$ cat src/rtl/piso_pkg.sv
`default_nettype none
// ============================================================================
// Module   : piso_pkg
// Purpose  : Shared types and constants for the PISO serial transmitter.
// Revision : 1.0 - initial release
// ============================================================================
package piso_pkg;

    typedef enum logic [0:0] {
        IDLE  = 1'b0,
        SHIFT = 1'b1
    } state_t;

    localparam int c_DEFAULT_WIDTH = 4;
    localparam bit c_MSB_FIRST     = 1'b1;
    localparam bit c_LSB_FIRST     = 1'b0;

endpackage : piso_pkg
`default_nettype wire

$ cat src/rtl/piso_shift_tx_if.sv
`default_nettype none
// ============================================================================
// Module   : piso_shift_tx_if
// Purpose  : Producer-side load/ready handshake plus serial output bundle.
// Revision : 1.0 - initial release
// ============================================================================
interface piso_shift_tx_if #(
    parameter int WIDTH = piso_pkg::c_DEFAULT_WIDTH
);
    logic             load;
    logic [WIDTH-1:0] p_in;
    logic             ready;
    logic             q;
    logic             valid;
    logic             done;

    modport master (
        output load, p_in,
        input  ready, q, valid, done
    );

    modport slave (
        input  load, p_in,
        output ready, q, valid, done
    );
endinterface : piso_shift_tx_if
`default_nettype wire

$ cat src/rtl/piso_shift_tx.sv
`default_nettype none
// ============================================================================
// Module   : piso_shift_tx
// Purpose  : Parallel-in serial-out transmitter with load/ready handshake,
//            valid qualifier and end-of-word pulse; streams words gap-free.
// Revision : 1.0 - initial release
// ============================================================================
module piso_shift_tx
    import piso_pkg::*;
#(
    parameter int WIDTH     = c_DEFAULT_WIDTH,
    parameter bit MSB_FIRST = c_MSB_FIRST
) (
    input  wire logic      clk,
    input  wire logic      reset,
    piso_shift_tx_if.slave bus
);

    localparam int                 c_CNT_W = $clog2(WIDTH);
    localparam logic [c_CNT_W-1:0] c_LAST  = c_CNT_W'(WIDTH - 1);

    state_t             r_state;
    state_t             w_state_nxt;
    logic [WIDTH-1:0]   r_shift;
    logic [WIDTH-1:0]   w_shift_adv;
    logic [c_CNT_W-1:0] r_cnt;
    logic               r_live;
    logic               w_last;
    logic               w_ready;
    logic               w_accept;
    logic               w_head;

    assign w_last   = (r_state == SHIFT) && (r_cnt == c_LAST);
    // r_live holds ready low until the first edge after reset release
    assign w_ready  = r_live && ((r_state == IDLE) || w_last);
    assign w_accept = bus.load && w_ready;

    generate
        if (MSB_FIRST) begin : g_msb_first
            assign w_head      = r_shift[WIDTH-1];
            assign w_shift_adv = {r_shift[WIDTH-2:0], 1'b0};
        end else begin : g_lsb_first
            assign w_head      = r_shift[0];
            assign w_shift_adv = {1'b0, r_shift[WIDTH-1:1]};
        end
    endgenerate

    always_ff @(posedge clk or posedge reset) begin
        if (reset) begin
            r_state <= IDLE;
            r_live  <= 1'b0;
        end else begin
            r_state <= w_state_nxt;
            r_live  <= 1'b1;
        end
    end

    always_comb begin
        w_state_nxt = r_state;
        case (r_state)
            IDLE:    if (w_accept)            w_state_nxt = SHIFT;
            SHIFT:   if (w_last && !w_accept) w_state_nxt = IDLE;
            default:                          w_state_nxt = IDLE;
        endcase
    end

    // Vacated bits fill with zero, so a finished word leaves no residue
    always_ff @(posedge clk or posedge reset) begin
        if (reset) begin
            r_shift <= '0;
            r_cnt   <= '0;
        end else if (w_accept) begin
            r_shift <= bus.p_in;
            r_cnt   <= '0;
        end else if (r_state == SHIFT) begin
            r_shift <= w_shift_adv;
            r_cnt   <= w_last ? '0 : r_cnt + c_CNT_W'(1);
        end
    end

    always_comb begin
        bus.ready = w_ready;
        bus.valid = (r_state == SHIFT);
        bus.q     = (r_state == SHIFT) && w_head;
        bus.done  = w_last;
    end

endmodule : piso_shift_tx
`default_nettype wire

$ cat src/flat_wrapper.sv
// flat-port wrapper written by rule: the top's interface ports become plain ports
module piso_shift_tx_flat import piso_pkg::*;
#(
    parameter int WIDTH     = c_DEFAULT_WIDTH,
    parameter bit MSB_FIRST = c_MSB_FIRST
)
  (clk, reset, bus_load, bus_p_in, bus_ready, bus_q, bus_valid, bus_done);
  piso_shift_tx_if #(.WIDTH(WIDTH)) bus_i ();
  input  wire logic clk;
  input  wire logic reset;
  input wire logic [$bits(bus_i.load)-1:0] bus_load;
  input wire logic [$bits(bus_i.p_in)-1:0] bus_p_in;
  output wire logic [$bits(bus_i.ready)-1:0] bus_ready;
  output wire logic [$bits(bus_i.q)-1:0] bus_q;
  output wire logic [$bits(bus_i.valid)-1:0] bus_valid;
  output wire logic [$bits(bus_i.done)-1:0] bus_done;
  assign bus_i.load = bus_load;
  assign bus_i.p_in = bus_p_in;
  assign bus_ready = bus_i.ready;
  assign bus_q = bus_i.q;
  assign bus_valid = bus_i.valid;
  assign bus_done = bus_i.done;
  piso_shift_tx #(.WIDTH(WIDTH), .MSB_FIRST(MSB_FIRST)) u_core (.clk(clk), .reset(reset), .bus(bus_i));
endmodule
$ cat config.mk
export PLATFORM = sky130hd
export DESIGN_NAME = piso_shift_tx_flat
export DESIGN_NICKNAME = d
export VERILOG_FILES = /design/src/rtl/piso_pkg.sv /design/src/rtl/piso_shift_tx_if.sv /design/src/rtl/piso_shift_tx.sv /design/src/flat_wrapper.sv
export SDC_FILE = /design/constraint.sdc
export NUM_CORES = 1
export LEC_CHECK = 0
export ABC_AREA = 1
export BUFFER_PORTS_ARGS = -buffer_cell sky130_fd_sc_hd__buf_4
export CELL_PAD_IN_SITES_DETAIL_PLACEMENT = 0
export CELL_PAD_IN_SITES_GLOBAL_PLACEMENT = 1
export CORE_AREA = 8 8 45 47
export CTS_CLUSTER_SIZE = 40
export DETAILED_ROUTE_END_ITERATION = 8
export DIE_AREA = 0 0 53 55
export MAX_ROUTING_LAYER = met4
export PLACE_DENSITY = 0.74
export SYNTH_ARGS = -nofsm -noshare
export SYNTH_HDL_FRONTEND = slang
export SYNTH_SLANG_ARGS = --single-unit
$ cat constraint.sdc
create_clock -name clk -period 1.3 [get_ports clk]
set_input_delay 0.26 -clock clk [delete_from_list [all_inputs] [get_ports clk]]
set_output_delay 0.26 -clock clk [all_outputs]
set_load 0.02 [all_outputs]
Word-level counts from Yosys, hierarchy flattened
Index checks and enable logic that the tools add are counted.
{"block": "word_totals", "ramBits": 0, "inputBits": 7, "latchBits": 0, "word_cells": 23, "regBits": 8, "mem_count": 0, "out_inout_bits": 4, "romBits": 0}
{"block": "op_classes", "n_div": 0, "order_cmp": 0, "n_reduce_logical": 8, "n_bitwise": 1, "n_addsub": 1, "multipliers": 0, "shifts": 0, "n_mux": 8, "n_eq_ne": 1}
{"op": "4-bit 2-to-1 mux", "count": 2}
{"op": "2-bit 2-to-1 mux", "count": 3}
{"op": "1-bit logical AND", "count": 5}
{"op": "2-bit by 1-bit adder with 2-bit output, second input constant", "count": 1}
{"op": "2-bit == test, second input constant", "count": 1}
{"op": "1-bit 2-to-1 mux", "count": 2}
{"op": "1-bit case mux with 2 select lines", "count": 1}
{"op": "2-bit nonzero test", "count": 1}
{"op": "1-bit logical NOT", "count": 1}
{"op": "1-bit logical OR", "count": 1}
{"op": "1-bit inverter", "count": 1}

Longest topological paths before layout
Gate-level depths: netlist of run 1.
{"block": "depth", "depth_word": 9, "ltp_mapped": 7, "ltp_nobuf": 7}

Least setup slack after synthesis of run 1
Ideal clock, no wire load.
{"block": "synth_timing", "kind": "flip-flop to output port", "startpoint": "register u_core.r_state, in the netlist u_core.bus.valid", "endpoint": "output port bus_ready", "path_buffers": 1, "slack_ns": 0.054, "path_stages_with_launch": 3, "t_required_ns": 1.040, "arrival_time_ns": 0.986, "path_cell_list": "dfrtp_1 -> buf_6 -> a21boi_1"}
{"block": "synth_via", "elab_chain_len": 3, "word_cells_on_any_way": 4, "classes_between": "bitwise: 1; reduce/logical: 3"}
{"item": "from (decl)", "line": "piso_shift_tx.sv:22", "text": "state_t r_state;"}
{"item": "from (signal assigned)", "line": "piso_shift_tx.sv:53", "text": "r_state <= w_state_nxt;"}
{"item": "1-bit logical AND or 1-bit inverter (tied branches)", "line": "piso_shift_tx.sv:33, piso_shift_tx.sv:35"}
{"item": "1-bit logical OR (*)", "line": "piso_shift_tx.sv:35", "text": "assign w_ready = r_live && ((r_state == IDLE) || w_last);"}
{"item": "1-bit logical AND (*)", "line": "piso_shift_tx.sv:35"}
{"item": "to (decl)", "line": "flat_wrapper.sv:13", "text": "output wire logic [$bits(bus_i.ready)-1:0] bus_ready;"}
Every way passes the cells marked *; elsewhere a longest branch is shown, timed or not.

Worst setup path in the final report of run 1
{"block": "layout_timing", "startpoint": "register u_core.r_cnt[1]", "endpoint": "output port bus_ready"}
{"block": "layout_via", "elab_chain_len": 4}
{"item": "from (decl)", "line": "piso_shift_tx.sv:26", "text": "logic [c_CNT_W-1:0] r_cnt;"}
{"item": "from (signal assigned)", "line": "piso_shift_tx.sv:77", "text": "r_cnt <= w_last ? '0 : r_cnt + c_CNT_W'(1);"}
{"item": "2-bit == test", "line": "piso_shift_tx.sv:33", "text": "assign w_last = (r_state == SHIFT) && (r_cnt == c_LAST);"}
{"item": "1-bit logical AND", "line": "piso_shift_tx.sv:33"}
{"item": "1-bit logical OR", "line": "piso_shift_tx.sv:35"}
{"item": "1-bit logical AND", "line": "piso_shift_tx.sv:35"}
Every way passes these cells.

==> results, run 1 <==
- The flow ran to the end, but the final reports show violations.
- The checks that failed: negative setup slack.
- Input and output buffers added on the ports amount to 10.
- The number of vias after detailed routing is approximately 360.
- The share of async-settable or async-resettable flops after synthesis is 100.0%.
- CTS built an H-tree with a depth of 1.
- The final RePlAce weighted congestion is 0.7159.
- Of all nets on the critical path, the largest fanout is 2.
- For flop-to-flop paths, the worst setup slack is about 0.11 ns.
- After clock tree synthesis, the clock-pin slew on the worst setup and hold paths is 0.06 ns.
- The detailed-router iteration count before antenna repair is 4.
- The worst-case IR drop observed on VDD is approximately 830 µV.
- Across all hold checks on the routed design, the worst slack comes to 0.2653 ns.
- In this run the core area contains 14 standard-cell rows.
- The launching element type of the critical path is a flip-flop.
- The wire length of the first global-routing pass is 1455 µm.
- For met1 alone, demand over resource in global routing was 8.204%.
- The count of routing violations after the opening detailed-route iteration is 3.
- The buffer depth of the longest clock path is 2.
- The via count of the first global-routing pass is 336.
- For this block, the routed nets add up to around 880 µm of wire.
- The number of antenna diodes in the final layout is 0.
- In the finished design, the share of the clock period the worst path needs comes to 105.6%.
- After global routing, the most crowded layer is met2.
- The die outline width is around 53 µm.
- The mean number of vias per cell is 4.282.
- The final count of pins violating max slew is 0.
- The area added between synthesis and finish is 36.99%.
- By instance count, the leading cell after synthesis is sky130_fd_sc_hd__nand2_1.
- For this run, the post-layout net count is 79.
- The number of nets with antenna violations after detailed routing is 0.
- The tool flagged a number of max-cap violations equal to 0.
- The final setup violation count is 2.
- The core region is 1384 µm².
- The post-route netlist has between 30% and 40% of its cells at a drive strength greater than 1.
- Counting flops with a built-in enable in the synthesized netlist gives 0.
- For this run the aggregate overflow at the end of global routing stands at 0.
- The switching part of the total power is 40.32%.
- The sequential share of power is a little over a third.
- Tracing the worst setup path back leads to its startpoint at u_core.r_cnt[1].
- The post-detailed-route DRC marker count is 0.
- The number of antenna violations at the first check in global routing came to 0.
- The final worst setup slack is -0.07304 ns.
- The cell area that synthesis handed to floorplanning was 432.9 µm².
- The commonest cells after synthesis are sky130_fd_sc_hd__nand2_1, sky130_fd_sc_hd__inv_1, sky130_fd_sc_hd__dfrtp_1, sky130_fd_sc_hd__nand4_1, sky130_fd_sc_hd__o21ai_1.
- The sink count of the clock tree is 8.
- The post-synthesis register bit count is 8.
- The fraction of power consumed by combinational cells is 49.0%.
- The average footprint of a synthesized cell is 8.325 µm².
- The critical path required time is ~1.0 ns.
- In this run the power density over the cells is 2125 nW/µm².
- The TritonCTS buffer count is 3.
- The overall track demand over capacity in global routing is 7.086%.
- The Yosys step of the flow raised 0 warnings.
- The global routing usage on met3 is 3.209%.
- In this run the static leakage power is 0.3288 nW.
- The total I/O pin count is 11.
- The global routing met2 resource utilization is under 10%.
- The clock share of power is 15.0%.
- After technology mapping, the gate count stands at 52.
- The proportion of synthesized chip area in sequential cells is 46.24%.
- The commonest register cell after synthesis is sky130_fd_sc_hd__dfrtp_1.
- The cell at the root of the clock tree is sky130_fd_sc_hd__clkbuf_4.
- Once the floorplan was initialized, standard cells occupied 31.28% of the core.
- The worst setup path is captured at a primary output.
- The startpoint identified for the worst hold timing path is bus_p_in[0].
- The die covers roughly 2900 µm².
- The worst min-delay path class is in -> reg.
- The hold violation total from the final report was 0.
- The aggregate negative setup slack is -0.09902 ns.
- The overall die height is between 50 and 60 µm.
- The worst register-to-register path begins at u_core.r_cnt[1].
- TritonCTS built the clock tree.
- The total power consumption of the routed design is 1.260 mW.
- The portion of synthesized cell area occupied by the leading cell type is about 46%.
- The pin count of the biggest net entering global routing is 9.
- The insertion delay to the later sink of the worst-skew pair is roughly 0.25 ns.
- The critical path is of the reg -> out type.
- The utilization after layout is roughly 43%.
- Between clock sinks in the finished design, the worst skew comes to between 0.003 and 0.004 ns.
- In the post-synthesis netlist, the biggest area contributors are sky130_fd_sc_hd__dfrtp_1, sky130_fd_sc_hd__nand2_1, sky130_fd_sc_hd__inv_1.
- The dominant cell type by area after synthesis is sky130_fd_sc_hd__dfrtp_1.
- In the final routed layout, each cell accounts on average for 10.36 µm.
- The final critical path time including I/O delays and setup is 1.373 ns.
- For the worst setup path, the data arrival time is ~1.1 ns.
- Synthesis produced a netlist with a net count of 60.
- The analysis attributes to net switching a power of 0.5081 mW.
- The unique cell type count in the Yosys netlist is 15.
- The cell-internal power is 0.7520 mW.
- The final HPWL from detailed placement is 659.1 µm.
- The maximum clock frequency is 728.3 MHz.
- Setup repair after global routing could not meet its margin everywhere.
==> through the flow <==
stage          std cells  instance area [µm²]  setup WS, ns
2_1_floorplan         52                432.9       0.05409
3_3_place_gp          78                524.3        0.1147
3_5_place_dp          78                524.3       0.08477
4_1_cts               84                579.3      -0.08282
5_1_grt               85                593.1       -0.1119
6_report              85                593.1      -0.07304
==> timing repair <==
item,in CTS,in global routing
setup buffers,2,1
gates resized for setup,3,3
pin swaps,0,2
hold buffers,1,0
hold endpoints to repair,8,0
endpoints found under the setup margin,4,3
==> cell type report <==
class | count | area (µm²)
well taps | 16 | 20.02
clock buffers | 3 | 22.52
repair buffers | 15 | 122.6
multi-input cells | 33 | 188.9
inverters | 10 | 37.54
flip-flops and latches | 8 | 201.4
fillers | 141 | 790.8
==> path summary, 6_finish.rpt <==
check | cells after the start | end
setup / recovery | 4 | bus_ready
hold / removal | 3 | u_core.r_shift[0]
setup reg to reg | 8 | u_core.r_shift[2]
hold reg to reg | 2 | u_core.r_shift[1]
max in group asynchronous | 3 | u_core.bus.valid
min in group asynchronous | 3 | u_core.r_shift[0]
==> per-layer routing <==
metal	share of wire [%]	up-vias	wire (µm)
met4	1.1	0	10
li1	-	195	-
met3	7.2	2	63
met2	47	9	410
met1	45	158	396
met5	0	-	0
==> kinds of logic (layout without fill, tap and decap cells) <==
| logic type | Yosys count | after routing | synth area share, % |
|---|---|---|---|
| adders and majority gates | 1 | 1 | 2.890 |
| other | 1 | 1 | 0.8662 |
| DFF | 8 | 8 | 46.24 |
| and+or+nand+nor | 26 | 26 | 31.50 |
| buffers and inverters | 11 | 28 | 11.27 |
| AOI/OAI and AO/OA | 5 | 5 | 7.225 |
==> registers in the layout, summed over array words and instances, names as in the netlist <==
register          count
u_core.r_shift        4
u_core.r_cnt          2
u_core.bus.valid      1
u_core.r_live         1
==> cell usage in the layout (no fill, tap or decap), types with 2 or more instances in the layout <==
cell	n
sky130_fd_sc_hd__nand4_1	3
sky130_fd_sc_hd__o21ai_1	2
sky130_fd_sc_hd__clkbuf_4	3
sky130_fd_sc_hd__buf_4	12
sky130_fd_sc_hd__nand2_1	19
sky130_fd_sc_hd__inv_1	8
sky130_fd_sc_hd__inv_2	2
sky130_fd_sc_hd__dfrtp_1	7
sky130_fd_sc_hd__buf_6	2
==> worst max-delay path: stages (launching register included) <==
cell                       delay, ns
sky130_fd_sc_hd__dfrtp_1        0.36
sky130_fd_sc_hd__ha_2           0.20
sky130_fd_sc_hd__inv_2          0.04
sky130_fd_sc_hd__a21boi_1       0.11
sky130_fd_sc_hd__buf_4          0.15
==> power by group through the flow <==
stage | clock network [mW] | logic [mW] | registers [mW]
after global routing | 0.209 | 0.700 | 0.466
after global placement | 0 | 0.534 | 0.445
after CTS | 0.194 | 0.597 | 0.449
final | 0.189 | 0.617 | 0.455
after floorplan | 0 | 0.417 | 0.417
after detailed placement | 0 | 0.541 | 0.451
(Power assumes the default switching activity.)
==> inputs of run 2 (changes only) <==
--- a/config.mk
+++ b/config.mk
@@ -7,7 +7,7 @@
 export LEC_CHECK = 0
 export ABC_AREA = 1
 export BUFFER_PORTS_ARGS = -buffer_cell sky130_fd_sc_hd__buf_4
-export CELL_PAD_IN_SITES_DETAIL_PLACEMENT = 0
+export CELL_PAD_IN_SITES_DETAIL_PLACEMENT = 1
 export CELL_PAD_IN_SITES_GLOBAL_PLACEMENT = 1
 export CORE_AREA = 8 8 45 47
 export CTS_CLUSTER_SIZE = 40
==> results, run 2 (synthesized netlist as in run 1, its figures left out) <==
- The flow ran to the end, but the final reports show violations.
- The final reports fail on negative setup slack.
- The launching instance or port of the critical path is u_core.r_cnt[1].
- The total die area is 2915 µm² (unchanged).
- The startpoint identified for the worst hold timing path is bus_p_in[0].
- The hold violation total from the final report came to 0 (unchanged).
- The total cell area at the placement stage is 524.3 µm² (unchanged).
- The cell-internal power came to 0.7854 mW (+4.4%).
- The post-layout net count is 81 (+2.5%).
- The overall die height was 55 µm (unchanged).
- The count of routing violations after the opening detailed-route iteration is 1 (-2).
- The type of the worst setup path is reg -> out.
- The fraction of power consumed by combinational cells is 53.0% (+4.0 points).
- The fill cell total of the finished layout is 166 (+18%).
- The final instance count without filler cells is 87 (+2.4%).
- The number of H-tree levels is 1 (unchanged).
- The total I/O pin count was 11 (unchanged).
- Leaving out fill and tap cells, the most frequent cells in the layout are sky130_fd_sc_hd__nand2_1, sky130_fd_sc_hd__buf_4, sky130_fd_sc_hd__inv_1.
- The final routed wirelength across all metal layers was 1020 µm (+16%).
- The final setup violation count came to 2 (unchanged).
- The number of antenna violations at the first check in global routing is 0 (unchanged).
- The number of nets with antenna violations after detailed routing was 0 (unchanged).
- The antenna diode count is 0 (unchanged).
- The clock-pin slew reported for the worst setup and hold paths after clock tree synthesis was 0.05 ns (about the same).
- The most common cell after layout, fill and taps aside is sky130_fd_sc_hd__nand2_1.
- The switching part of the total power was 40.43% (+0.10 points).
- The cell at the root of the clock tree is sky130_fd_sc_hd__clkbuf_4.
- The aggregate global routing overflow was 0 (unchanged).
- The number of input and output port buffers inserted is 10 (unchanged).
- The utilization after layout is 43.76% (+0.90 points).
- The area added between synthesis and finish is 39.88%.
- The worst setup slack before clock tree synthesis was 0.07140 ns (-0.01337 ns).
- Ranked by flip-flop count, first place goes to u_core.r_shift.
- The flip-flop count of the largest register, all copies and words added was 4 (unchanged).
- The fraction of layout instances using a drive strength above 1 is 36.62% (+0.39 points).
- The core area came to 1384 µm² (unchanged).
- The final count of pins violating max slew was 0 (unchanged).
- The average detailed-routed wire length per instance is 11.72 µm (+13%).
- The sink count of the clock tree is 8 (unchanged).
- The sequential share of power is 32.6% (-3.5 points).
- The critical path required time is 1.04 ns (about the same).
- The mean number of vias per cell was 4.448 (+3.9%).
- The reg-to-reg startpoint is u_core.r_cnt[1].
- The data arrival time at the worst-slack endpoint is 1.12 ns (about the same).
- The number of cells traversed by the worst register-to-register path is 8 (unchanged).
- The die outline width was 53 µm (unchanged).
- The insertion delay to the later sink of the worst-skew pair was 0.25 ns (about the same).
- The clock share of power was 14.4% (-0.6 points).
- Walking the worst path, the cells encountered are ha_2, inv_2, a21boi_2, buf_4.
- The number of cells traversed by the worst hold path is 3 (unchanged).
- The post-route clock period utilization is 106.1% (+0.51 points).
- The highest cell delay on the worst timing path is 0.37 ns (about the same).
- The biggest fanout along the worst timing path was 2 (unchanged).
- The cell total after placement is 78 (unchanged).
- The leakage power figure came to 0.3396 nW (+3.3%).
- The effective utilization at floorplan was 31.28% (unchanged).
- The number of vias after detailed routing came to 387 (+6.3%).
- The hold-critical path endpoint is u_core.r_shift[0].
- The final worst setup slack is -0.07967 ns (-0.006634 ns).
- The largest registers in the layout are u_core.r_shift (4), u_core.r_cnt (2).
- The net switching power is 0.5330 mW (+4.9%).
- The min-delay analysis places its worst path in the category in -> reg.
- The CTS tree is built.
- The post-route worst hold slack was 0.2590 ns (-0.006257 ns).
- In this run the critical register-to-register path is captured at u_core.r_shift[2].
- The worst setup slack for register-to-register paths came to 0.07 ns (-0.04 ns).
- The worst setup skew after layout is 0.002518 ns (-0.0008058 ns).
- Setup repair after global routing could not meet its margin everywhere.
- The storage element area came to 201.4 µm² (unchanged).
- The overall track demand over capacity in global routing is 8.513% (+1.4 points).
- The area of all placed cells without fillers is 605.6 µm² (+2.1%).
- The max capacitance violation total came to 0 (unchanged).
- The final critical path time including I/O delays and setup came to 1.380 ns (+0.006634 ns).
- The detailed-router iteration count before antenna repair is 2 (-2).
- The buffer depth of the longest clock path is 2 (unchanged).
- The pin count of the biggest net entering global routing is 9 (unchanged).
- The aggregate negative setup slack came to -0.1131 ns (-0.01412 ns).
- The TritonCTS buffer count is 3 (unchanged).
- STA classifies the critical path endpoint as a primary output.
- The maximum clock frequency is 724.8 MHz (-0.48%).
- The wire length of the first global-routing pass was 1752 µm (+20%).
- The final HPWL from detailed placement came to 722.6 µm (+9.6%).
- The launching element type of the critical path is a flip-flop.
- The total power consumption of the routed design is 1.318 mW (+4.6%).
- The site row count was 14 (unchanged).
- The via count of the first global-routing pass was 418 (+24%).
- The peak supply drop is 708.5 µV (-15%).
- The slowest stage cell on the critical path is sky130_fd_sc_hd__dfrtp_1.
- The post-detailed-route DRC marker count was 0 (unchanged).
- The power per cell area was 2177 nW/µm² (+2.5%).
- The final RePlAce weighted congestion is 0.7159 (unchanged).
- The multi-input combinational cell area came to 190.2 µm² (+0.66%).
==> run 2: cell types whose count changed in the layout (fill, tap and decap cells not counted) <==
| cell | before | now |
|---|---|---|
| sky130_fd_sc_hd__inv_2 | 2 | 1 |
| sky130_fd_sc_hd__buf_6 | 2 | 1 |
| sky130_fd_sc_hd__a21boi_2 | 0 | 1 |
| sky130_fd_sc_hd__nand2_2 | 1 | 0 |
| sky130_fd_sc_hd__inv_1 | 8 | 9 |
| sky130_fd_sc_hd__a21boi_1 | 1 | 0 |
| sky130_fd_sc_hd__buf_4 | 12 | 15 |
| sky130_fd_sc_hd__nand2_1 | 19 | 20 |
==> run 2: worst max-delay path: cells and delay by family (launching register included) <==
kind / cells / cell delay (ns)
fa+ha+maj: 1 / 0.20
compound gates: 1 / 0.11
flops: 1 / 0.37
buf+inv: 2 / 0.19
==> run 2: worst max-delay path by stage <==
stage               cells after the start        end  slack [ns]
finish                                  4  bus_ready       -0.08
floorplan                               2  bus_ready        0.05
global placement                        4  bus_ready        0.11
global route                            4  bus_ready       -0.12
CTS                                     4  bus_ready       -0.10
detailed placement                      4  bus_ready        0.07
==> run 2: area by class of cell <==
cell class	instances	area share [%]
Multi-Input combinational cell	33	31.40
Clock buffer	3	3.719
Timing Repair Buffer	17	22.11
Tap cell	16	3.306
Sequential cell	8	33.26
Inverter	10	6.198
==> run 2: repair_timing <==
item                                    in CTS  in global routing
pin swaps                                    0                  1
hold endpoints to repair                     8                  0
setup buffers                                2                  3
gates resized for setup                      3                  1
hold buffers                                 1                  0
endpoints found under the setup margin       4                  4
==> run 2: power by group through the flow <==
stage	Clock, mW	Sequential (mW)	Combinational [mW]
2_1_floorplan	0	0.417	0.417
3_3_place_gp	0	0.445	0.534
3_5_place_dp	0	0.450	0.551
4_1_cts	0.200	0.449	0.607
5_1_grt	0.205	0.443	0.780
6_report	0.190	0.430	0.698
==> run 2: layer usage <==
| metal | vias up | GRT usage, % | wire length [µm] |
|---|---|---|---|
| met4 | 0 | 5.172 | 10 |
| met3 | 2 | 2.406 | 53 |
| met1 | 179 | 8.540 | 412 |
| met5 | - | - | 0 |
| li1 | 198 | - | - |
| met2 | 8 | 14.45 | 543 |
==> inputs of run 3 (changes only) <==
--- a/config.mk
+++ b/config.mk
@@ -5,7 +5,6 @@
 export SDC_FILE = /design/constraint.sdc
 export NUM_CORES = 1
 export LEC_CHECK = 0
-export ABC_AREA = 1
 export BUFFER_PORTS_ARGS = -buffer_cell sky130_fd_sc_hd__buf_4
 export CELL_PAD_IN_SITES_DETAIL_PLACEMENT = 1
 export CELL_PAD_IN_SITES_GLOBAL_PLACEMENT = 1
@@ -14,7 +13,7 @@
 export DETAILED_ROUTE_END_ITERATION = 8
 export DIE_AREA = 0 0 53 55
 export MAX_ROUTING_LAYER = met4
-export PLACE_DENSITY = 0.74
+export PLACE_DENSITY = 0.68
 export SYNTH_ARGS = -nofsm -noshare
 export SYNTH_HDL_FRONTEND = slang
 export SYNTH_SLANG_ARGS = --single-unit
==> results, run 3 <==
- The CTS tree is built.
- For this run, the leading register cell type out of synthesis is sky130_fd_sc_hd__dfrtp_1.
- The fraction of power consumed by combinational cells came to 57.8% (+4.8 points).
- The core area is 1384 µm² (unchanged).
- The total die area is 2915 µm² (unchanged).
- The pin count of the biggest net entering global routing is 9 (unchanged).
- The insertion delay to the later sink of the worst-skew pair is 0.27 ns (+0.02 ns).
- The fraction of layout instances using a drive strength above 1 is 64.81% (+28 points).
- The total I/O pin count is 11 (unchanged).
- The portion of synthesized cell area occupied by the leading cell type is 47.20% (+0.95 points).
- The slowest stage of the critical path is the sky130_fd_sc_hd__dfrtp_1 cell.
- The wire length of the first global-routing pass is 1600 µm (-8.7%).
- The multi-input combinational cell area was 209.0 µm² (+9.9%).
- The mapped cell area is 424.2 µm² (-2.0%).
- Walking the worst path, the cells encountered are ha_2, nand2b_4, and2_4, buf_6.
- The leakage power figure is 0.3277 nW (-3.5%).
- The data arrival time at the worst-slack endpoint was 1.23 ns (+0.11 ns).
- The clock-pin slew reported for the worst setup and hold paths after clock tree synthesis came to 0.07 ns (+0.02 ns).
- The post-layout net count is 63 (-22%).
- The hold path startpoint is bus_p_in[2].
- The utilization after layout is 46.29% (+2.5 points).
- The worst setup slack before clock tree synthesis is -0.04088 ns (-0.1123 ns).
- The most common cell in the synthesized netlist is sky130_fd_sc_hd__dfrtp_1.
- By area the synthesized netlist is led by sky130_fd_sc_hd__dfrtp_1, sky130_fd_sc_hd__mux2_4, sky130_fd_sc_hd__mux2_2.
- The share of async-settable or async-resettable flops after synthesis is 100.0% (unchanged).
- The fill cell total of the finished layout is 145 (-13%).
- The count of routing violations after the opening detailed-route iteration is 1 (unchanged).
- The unique cell type count in the Yosys netlist is 16 (+1).
- The final RePlAce weighted congestion is 0.7722 (+7.9%).
- The overall track demand over capacity in global routing is 8.494% (-0.019 points).
- The root buffer cell chosen for the clock tree is sky130_fd_sc_hd__clkbuf_4.
- The site row count is 14 (unchanged).
- The mean number of vias per cell came to 4.314 (-3.0%).
- The hold violation total from the final report was 0 (unchanged).
- Setup repair after global routing could not meet its margin everywhere.
- The antenna diode count is 0 (unchanged).
- The buffer depth of the longest clock path is 2 (unchanged).
- STA classifies the critical path startpoint as a flip-flop.
- The worst setup slack for register-to-register paths was -0.15 ns (-0.22 ns).
- The number of H-tree levels is 1 (unchanged).
- The peak supply drop was 917.0 µV (+29%).
- The number of antenna violations at the first check in global routing was 0 (unchanged).
- The net switching power is 0.4917 mW (-7.8%).
- The highest cell delay on the worst timing path came to 0.38 ns (about the same).
- The post-synthesis register bit count is 8 (unchanged).
- The number of cells traversed by the worst hold path is 2 (-1).
- The maximum clock frequency is 669.7 MHz (-7.6%).
- The effective utilization at floorplan is 30.65% (-0.63 points).
- The largest register by flop count is u_core.r_shift.
- The overall die height was 55 µm (unchanged).
- The post-route clock period utilization is 114.9% (+8.7 points).
- The run finished, with violations left.
- The final routed wirelength across all metal layers came to 994 µm (-2.5%).
- The detailed-router iteration count before antenna repair is 2 (unchanged).
- The worst path buffer plus inverter count was 1 (-1).
- The kind of cell with the highest combined delay along the critical path is flip-flops.
- The sequential share of power is 27.9% (-4.7 points).
- The logic depth of the worst path, buffers included is 4 (unchanged).
- The clock share of power came to 14.3% (about the same).
- Of all cell types, the one taking the most synthesized area is sky130_fd_sc_hd__dfrtp_1.
- The number of vias after detailed routing is 302 (-22%).
- The endpoint identified for the worst register-to-register timing path is u_core.r_shift[1].
- The number of nets with antenna violations after detailed routing was 0 (unchanged).
- The number of input and output port buffers inserted is 10 (unchanged).
- The TritonCTS buffer count is 3 (unchanged).
- The proportion of synthesized chip area in sequential cells came to 47.20% (+0.95 points).
- The flip-flop count of the largest register, all copies and words added is 4 (unchanged).
- The critical path required time is 1.04 ns (about the same).
- The worst register-to-register path begins at u_core.r_cnt[1].
- Leaving out fill and tap cells, the most frequent cells in the layout are sky130_fd_sc_hd__buf_4, sky130_fd_sc_hd__dfrtp_1, sky130_fd_sc_hd__mux2_4, sky130_fd_sc_hd__buf_6.
- The number of nets in the synthesized netlist is 40 (-33%).
- The area added between synthesis and finish is 51.03%.
- The final setup violation count is 8 (+6).
- The final critical path time including I/O delays and setup is 1.493 ns (+0.1135 ns).
- The final worst setup slack is -0.1932 ns (-0.1135 ns).
- The average detailed-routed wire length per instance was 14.20 µm (+21%).
- The storage element area is 201.4 µm² (unchanged).
- The final reports fail on negative setup slack.
- The post-detailed-route DRC marker count is 0 (unchanged).
- The final HPWL from detailed placement is 733.9 µm (+1.6%).
- The endpoint kind of the worst setup timing path is a primary output.
- The worst setup skew after layout came to 0.01118 ns (+0.008658 ns).
- The area of all placed cells without fillers came to 640.6 µm² (+5.8%).
- The switching part of the total power is 32.08% (-8.3 points).
- The post-route worst hold slack came to 0.2332 ns (-0.02583 ns).
- Ranked by instance count, the synthesized netlist is headed by sky130_fd_sc_hd__dfrtp_1, sky130_fd_sc_hd__mux2_4, sky130_fd_sc_hd__and2_1, sky130_fd_sc_hd__mux2_2.
- The die outline width is 53 µm (unchanged).
- The max capacitance violation total is 0 (unchanged).
- The total cell area at the placement stage was 523.0 µm² (-0.24%).
- The average footprint of a synthesized cell is 13.25 µm² (+59%).
- The biggest fanout along the worst timing path is 2 (unchanged).
- The power per cell area is 2393 nW/µm² (+9.9%).
- The largest registers in the layout are u_core.r_shift (4), u_core.r_cnt (2).
- The worst hold path terminates at u_core.r_shift[2].
- The number of cells traversed by the worst register-to-register path came to 5 (-3).
- The synthesized netlist cell count is 32 (-38%).
- The via count of the first global-routing pass came to 338 (-19%).
- The aggregate global routing overflow is 0 (unchanged).
- The sink count of the clock tree is 8 (unchanged).
- The warning count from the yosys run is 0 (unchanged).
- The cell-internal power was 1.041 mW (+33%).
- The number of enable-type register cells in the synthesized netlist came to 0 (unchanged).
- The most common cell after layout, fill and taps aside is sky130_fd_sc_hd__buf_4.
- The path class of the tightest hold or removal check is in -> reg.
- The final count of pins violating max slew was 0 (unchanged).
- The type of the worst setup path is reg -> out.
## run 3: cell count changes after synthesis, sizes merged, moves of 2 or more
cell    before  now
o21ai        3    0
inv         10    1
nand3        2    0
nand2b       0    2
mux2         0    7
nand2       21    2
and2         0    3
nand4        3    0
## run 3: per-stage QoR
stage | power [mW] | TNS, ns | std cells
finish | 1.533 | -0.9061 | 70
global route | 1.638 | -1.524 | 70
global placement | 1.021 | 0 | 59
detailed placement | 1.072 | -0.1406 | 59
CTS | 1.505 | -1.016 | 68
floorplan | 0.8722 | -0.09849 | 32
## run 3: how the worst max path moves through the flow
stage	start	endpoint	slack [ns]
floorplan	u_core.r_cnt[0]	u_core.r_shift[0]	-0.02
global placement	u_core.r_cnt[1]	u_core.r_shift[0]	0.003
detailed placement	u_core.r_cnt[0]	u_core.r_shift[1]	-0.04
CTS	u_core.r_cnt[0]	bus_ready	-0.21
global route	u_core.r_cnt[1]	bus_ready	-0.24
finish	u_core.r_cnt[1]	bus_ready	-0.19
## run 3: layer usage
metal  vias to the layer above  wire, µm  part of all wire (%)  global-route usage (%)
met1                       146       379                    38                   7.562
met4                         0        38                   3.8                   9.052
met2                         6       534                    54                   13.67
met3                         4        41                   4.1                   2.674
met5                         -         0                     0                       -
li1                        146         -                     -                       -
## run 3: timing repair
action | CTS | global route
hold endpoints to repair | 8 | 0
pin swaps | 2 | 1
buffers inserted | 4 | 2
setup endpoints to repair | 7 | 10
gates resized for setup | 5 | 1
hold buffers | 1 | 0
## run 3: final cells by class
type / instances / share of cell area (%)
multi-input combinational: 21 / 32.62
sequential: 8 / 31.45
timing repair buffer: 20 / 28.13
tap: 16 / 3.125
inverter: 1 / 0.5859
clock buffer: 4 / 4.102
## run 3: worst register-to-register path, delay by kind of cell, from the launching register on
family | cells | cell delay (ns)
adders and majority gates | 1 | 0.18
muxes | 1 | 0.32
and+or+nand+nor | 2 | 0.36
DFF | 1 | 0.35
buffers and inverters | 1 | 0.11
## run 3: kinds of logic (layout without fill, tap and decap cells)
kind of cell | after synthesis | in the layout | share of synthesized area [%]
compound gates | 1 | 1 | 1.476
fa+ha+maj | 1 | 1 | 2.949
buf+inv | 3 | 25 | 6.193
flops | 8 | 8 | 47.20
mux | 8 | 8 | 24.48
other cells | 1 | 1 | 0.8841
simple gates | 10 | 10 | 16.81
## run 3: power by group through the flow
stage	Combinational (mW)	Sequential [mW]	Clock (mW)
after global placement	0.585	0.436	0
after detailed placement	0.624	0.449	0
after floorplan	0.461	0.411	0
after global routing	0.961	0.438	0.239
after CTS	0.843	0.430	0.231
final	0.886	0.428	0.219
